===== src/rtl/board_input_pkg.sv =====
// board_input_pkg: shared defaults and width helper for board input conditioning
package board_input_pkg;
  localparam int DB_CYCLES_DEFAULT = 12000;
  localparam int RST_HOLD_DEFAULT = 16;
  localparam int NBTN_MAX = 8;
  function automatic int clog2(input int v);
    int r;
    r = 0;
    while ((1 << r) < v) r++;
    return (r < 1) ? 1 : r;
  endfunction
endpackage


===== src/rtl/btn_debounce_ch.sv =====
// btn_debounce_ch: one channel of 2-flop sync, debounce counter and edge pulses
// Edge flops exist only with BOARD_INPUT_COND_EDGE_EN defined; otherwise edges tie to 0.
module btn_debounce_ch
  import board_input_pkg::*;
#(
  parameter int DB_CYCLES = DB_CYCLES_DEFAULT,
  parameter logic IDLE_VAL = 1'b0
) (
  input  logic clk,
  input  logic rst_n,
  input  logic btn_i,
  output logic btn_o,
  output logic rise_o,
  output logic fall_o
);
  localparam int CW = clog2(DB_CYCLES + 1);
  logic meta_q, sync_q, lvl_q, lvl_d, flip;
  logic [CW-1:0] cnt_q, cnt_d;
  always_comb begin
    flip = (sync_q != lvl_q) && (cnt_q == CW'(DB_CYCLES - 1));
    cnt_d = (sync_q == lvl_q || flip) ? '0 : cnt_q + 1'b1;
    lvl_d = flip ? sync_q : lvl_q;
  end
  always_ff @(posedge clk or negedge rst_n) begin
    if (!rst_n) begin
      meta_q <= IDLE_VAL;
      sync_q <= IDLE_VAL;
      lvl_q <= IDLE_VAL;
      cnt_q <= '0;
    end else begin
      meta_q <= btn_i;
      sync_q <= meta_q;
      lvl_q <= lvl_d;
      cnt_q <= cnt_d;
    end
  end
  assign btn_o = lvl_q;
`ifdef BOARD_INPUT_COND_EDGE_EN
  logic rise_q, fall_q;
  always_ff @(posedge clk or negedge rst_n) begin
    if (!rst_n) begin
      rise_q <= 1'b0;
      fall_q <= 1'b0;
    end else begin
      rise_q <= flip & sync_q;
      fall_q <= flip & ~sync_q;
    end
  end
  assign rise_o = rise_q;
  assign fall_o = fall_q;
`else
  assign rise_o = 1'b0;
  assign fall_o = 1'b0;
`endif
endmodule


===== src/rtl/board_input_cond.sv =====
// board_input_cond: debounced board buttons plus stretched core reset
// Edge pulse outputs are built only with BOARD_INPUT_COND_EDGE_EN defined.
module board_input_cond
  import board_input_pkg::*;
#(
  parameter int NBTN = 2,
  parameter int DB_CYCLES = DB_CYCLES_DEFAULT,
  parameter int RST_HOLD = RST_HOLD_DEFAULT,
  parameter logic IDLE_VAL = 1'b0
) (
  input  logic            clk,
  input  logic            rst_n,
  input  logic [NBTN-1:0] btn_i,
  output logic [NBTN-1:0] btn_o,
  output logic [NBTN-1:0] btn_rise,
  output logic [NBTN-1:0] btn_fall,
  output logic            core_rst_n
);
  genvar k;
  generate
    for (k = 0; k < NBTN; k++) begin : g_ch
      btn_debounce_ch #(.DB_CYCLES(DB_CYCLES), .IDLE_VAL(IDLE_VAL)) u_ch (
        .clk(clk), .rst_n(rst_n), .btn_i(btn_i[k]),
        .btn_o(btn_o[k]), .rise_o(btn_rise[k]), .fall_o(btn_fall[k])
      );
    end
  endgenerate
  // Saturating hold counter: core leaves reset on the RST_HOLD-th edge after release.
  logic [7:0] hold_q, hold_d;
  logic core_q, core_d, hold_done;
  always_comb begin
    hold_done = (hold_q == 8'(RST_HOLD - 1));
    hold_d = hold_done ? hold_q : hold_q + 8'd1;
    core_d = core_q | hold_done;
  end
  always_ff @(posedge clk or negedge rst_n) begin
    if (!rst_n) begin
      hold_q <= '0;
      core_q <= 1'b0;
    end else begin
      hold_q <= hold_d;
      core_q <= core_d;
    end
  end
  assign core_rst_n = core_q;
endmodule


===== config.mk =====
export PLATFORM = sky130hd
export DESIGN_NAME = board_input_cond
export DESIGN_NICKNAME = d
export VERILOG_FILES = /design/src/rtl/board_input_pkg.sv /design/src/rtl/btn_debounce_ch.sv /design/src/rtl/board_input_cond.sv
export SDC_FILE = /design/constraint.sdc
export NUM_CORES = 1
export LEC_CHECK = 0
export CORE_ASPECT_RATIO = 1.75
export CORE_MARGIN = 1
export CORE_UTILIZATION = 50
export DETAILED_ROUTE_END_ITERATION = 12
export PLACE_DENSITY = 0.7
export SYNTH_ARGS = -nofsm -noshare
export SYNTH_HDL_FRONTEND = slang
export SYNTH_SLANG_ARGS = --single-unit

===== constraint.sdc =====
create_clock -name clk -period 3 [get_ports clk]
set_clock_uncertainty 0.05 [all_clocks]
set_input_delay 0.6 -clock clk [delete_from_list [all_inputs] [get_ports clk]]
set_output_delay 0.6 -clock clk [all_outputs]
set_load 0.02 [all_outputs]

==> metrics.md <==
| Metric | Value |
|---|---|
| Post-DP HPWL | about 2300 um |
| Crit path max fanout | 14 |
| WL met1 | roughly 1300 um |
| CP delay by family, top | simple AND/OR/NAND/NOR gates |
| Setup CP Type | flop to flop |
| CP endpoint | g_ch[1].u_ch.cnt_q[9]$_DFF_PN0_ |
| Largest net degree at the start of global routing | 44 |
| Initial antenna violation count | 0 |
| Initial Util | 0.520 |
| Critical Path AT | 2210 ps |
| Sequential-to-total area share from yosys stat | 0.535 |
| Full die area | 4290 um2 |
| Final setup violation count | 0 |
| Layout Nets | around 210 |
| Required time worst endpoint | a little over 3000 ps |
| Resize count post-CTS | 0 |
| Reg-to-reg startpoint | g_ch[1].u_ch.cnt_q[0]$_DFF_PN0_ |
| DRT antenna net count | 0 |
| Worst r2r dst | g_ch[1].u_ch.cnt_q[9]$_DFF_PN0_ |
| Worst IR Drop VDD | 0.371 mV |
| IO Pins | 11 |
| Final Wtd Congestion | ~0.84 |
| Seq pwr share | 0.602 |
| Min-Delay Path Class | flop to flop |
| Worst slew margin | 0.398 |
| First-pass GRT wire length | between 5000 and 6000 um |
| Clk pwr share | 0.359 |
| Netlist cell types | 32 |
| Flop2flop setup slack | between 800 and 900 ps |
| Power density cells | roughly 460 nW/um2 |
| Worst Setup Start Kind | flop |
| CTS tree | built |
| Worst reg2reg path depth | 5 |
| Layout cell share with drive strength beyond 1 | 0.0707 |
| Die X | about 50 um |
| Setup crit end kind | flop |
| Max_cap viols | 0 |
| Fmax | approximately 0.47 GHz |
| Seq. cell area | ~1100 um2 |
| RSZ-0062 raised after global routing | false |
| Sw Ratio | 0.233 |
| Die H | between 80 and 90 um |
| Final std cells w/o fill | ~250 |
| Multi-input gate area | approximately 860 um2 |
| # rows | 30 |
| Met3 routed WL | a little under 80 um |
| P_int | approximately 760 uW |
| Mean routed wirelength per cell | approximately 13 um |
| Synth Register Bits | 43 |
| Synthesis-to-finish area growth | 7.47% |
| Design area | roughly 2200 um2 |
| Slew @ Worst Pin | roughly 900 ps |
| Vias | ~1,300 |
| Syn_area_per_cell | 10.6 um2 |
| Worst-path cell chain | ha_1 -> nand4_1 -> nor4_1 -> or2_0 -> nor2_1 |
| Net switching power figure | 231 uW |
| Grt ovf | 0 |
| Run status | complete, no violations |
| Commonest non-fill, non-tap cell in the layout | dfrtp_1 |
| CTS clock-pin slew for the worst setup and hold paths | 80 ps |
| Crit path depth | 5 |
| Worst Path Buf+Inv | 0 |
| Core Region | 3870 um2 |
| Crit. Startpoint | g_ch[1].u_ch.cnt_q[0]$_DFF_PN0_ |
| Placement Cell Area | 2080 um2 |
| Final hold viol count | 0 |
| Cell total after placement | about 240 |
| Post-route clock period utilization | 0.702 |
| Worst hold margin | 309 ps |
| Drt initial violations | 23 |
| Setup Fix Bufs, Post-CTS | 0 |
| Total power | a little under 1000 uW |
| CTS Sinks | 43 |
| Yosys warning count | 0 |
| Max stage delay on crit path | approximately 650 ps |
| CTS Hold Buffers Added | 0 |
| DRC Markers | 0 |
| GRT Util Overall | 0.183 |
| Fin crit period | 2110 ps |
| H-tree depth | 2 |
| N_diodes | 0 |
| Via density | 5.25 |
| Logic pwr share | 0.039 |
| Cell Area, Synth | between 2000 and 2500 um2 |
| Vias in the first global route | about 1,400 |
| Clk root buf | clkbuf_8 |
| Final wirelength | between 3000 and 4000 um |
| Clock Latency Late Sink | around 300 ps |
| Fill cells | 351 |
| Max layer used | met4 |
| Port Buffer Count | 6 |
| Final setup TNS | 0 ps |
| Slowest CP cell | or2_0 |
| Total CTS buffers | 5 |
| Max clock buf depth | 2 |
| Commonest cells after routing, fill and taps aside | dfrtp_1 (43), nor2_1 (36), xnor2_1 (23) |
| Leakage power | 0.000901 uW |
| Fin. max-slew vios | 0 |
| Synth Instances | 190 |
| Drt pass-1 iters | 5 |
| DR WL met2 | ~1800 um |
[cell type report]
class                           count  share of cell area
Sequential cell                    43               0.498
Clock inverter                      2             0.00579
Inverter                            7              0.0122
Tap cell                           48              0.0278
Multi-Input combinational cell    134               0.397
Timing Repair Buffer                6              0.0255
Clock buffer                        6              0.0336
[power groups by stage]
| stage | Combinational (uW) | Sequential, uW | Clock (uW) |
|---|---|---|---|
| CTS | 40.2 | 598 | 369 |
| finish | 38.6 | 598 | 356 |
| global placement | 38.5 | 609 | 0 |
| detailed placement | 39.9 | 610 | 0 |
| floorplan | 27.2 | 608 | 0 |
| global route | 46.7 | 599 | 386 |
[layer usage]
metal,GRT usage,vias to the layer above
li1,-,635
met1,0.186,632
met2,0.324,15
met3,0.0426,9
met4,0.125,0
met5,0,-
[state kept, by name, indices dropped and copies added, names as in the netlist]
register          cells
core_rst_n            1
g_ch.u_ch.btn_o       2
g_ch.u_ch.cnt_q      28
g_ch.u_ch.meta_q      2
g_ch.u_ch.sync_q      2
hold_q                8
[how the worst min path moves through the flow]
stage	from	end	slack, ps	cells past startpoint
floorplan	rst_n	core_rst_n$_DFF_PN0_	250	0
global placement	g_ch[1].u_ch.meta_q$_DFF_PN0_	g_ch[1].u_ch.sync_q$_DFF_PN0_	290	0
detailed placement	g_ch[0].u_ch.meta_q$_DFF_PN0_	g_ch[0].u_ch.sync_q$_DFF_PN0_	290	0
CTS	g_ch[1].u_ch.meta_q$_DFF_PN0_	g_ch[1].u_ch.sync_q$_DFF_PN0_	310	0
global route	g_ch[0].u_ch.meta_q$_DFF_PN0_	g_ch[0].u_ch.sync_q$_DFF_PN0_	320	0
finish	g_ch[0].u_ch.meta_q$_DFF_PN0_	g_ch[0].u_ch.sync_q$_DFF_PN0_	310	0
[stage by stage]
step                      utilization  worst slack (ps)
after floorplan                     -              1300
after global placement          0.537               996
after detailed placement        0.537               899
after CTS                       0.559               865
after global routing            0.559               648
final                           0.559               893
[worst register-to-register path, stage by stage, from the launching register on]
cell     delay [ps]
dfrtp_1         410
ha_1            250
nand4_1         130
nor4_1          340
or2_0           650
nor2_1          130
[Yosys cell counts]
library cell,instances,share of area
a21o_1,1,0.0037
a21oi_1,2,0.0050
a31oi_1,1,0.0031
and4_1,1,0.0044
buf_2,1,0.0025
buf_4,7,0.026
clkbuf_1,1,0.0019
conb_1,1,0.0019
dfrtp_1,43,0.54
ha_1,5,0.031
inv_1,7,0.013
mux2_1,2,0.011
mux2_2,1,0.0056
nand2_1,10,0.019
nand2b_1,1,0.0031
nand3_1,9,0.022
nand3_4,1,0.0087
nand4_1,6,0.019
nand4_4,1,0.011
nand4b_1,1,0.0044
nand4bb_1,2,0.011
nor2_1,36,0.067
nor3_1,10,0.025
nor3b_2,1,0.0062
nor4_1,5,0.016
o21ai_0,1,0.0025
or2_0,1,0.0031
or2_2,1,0.0031
or3_1,1,0.0031
or3_4,1,0.0056
xnor2_1,23,0.10
xor2_1,6,0.026
[kinds of logic after synthesis]
kind of cell	count (synthesis)	synth area share
and+or+nand+nor	88	0.231
DFF	43	0.535
xor gates and xnor gates	29	0.126
buffers and inverters	16	0.0436
adders and majority gates	5	0.0311
AOI/OAI and AO/OA	5	0.0143
muxes	3	0.0168
other	1	0.00187
Power figures use the tool's default switching activity.
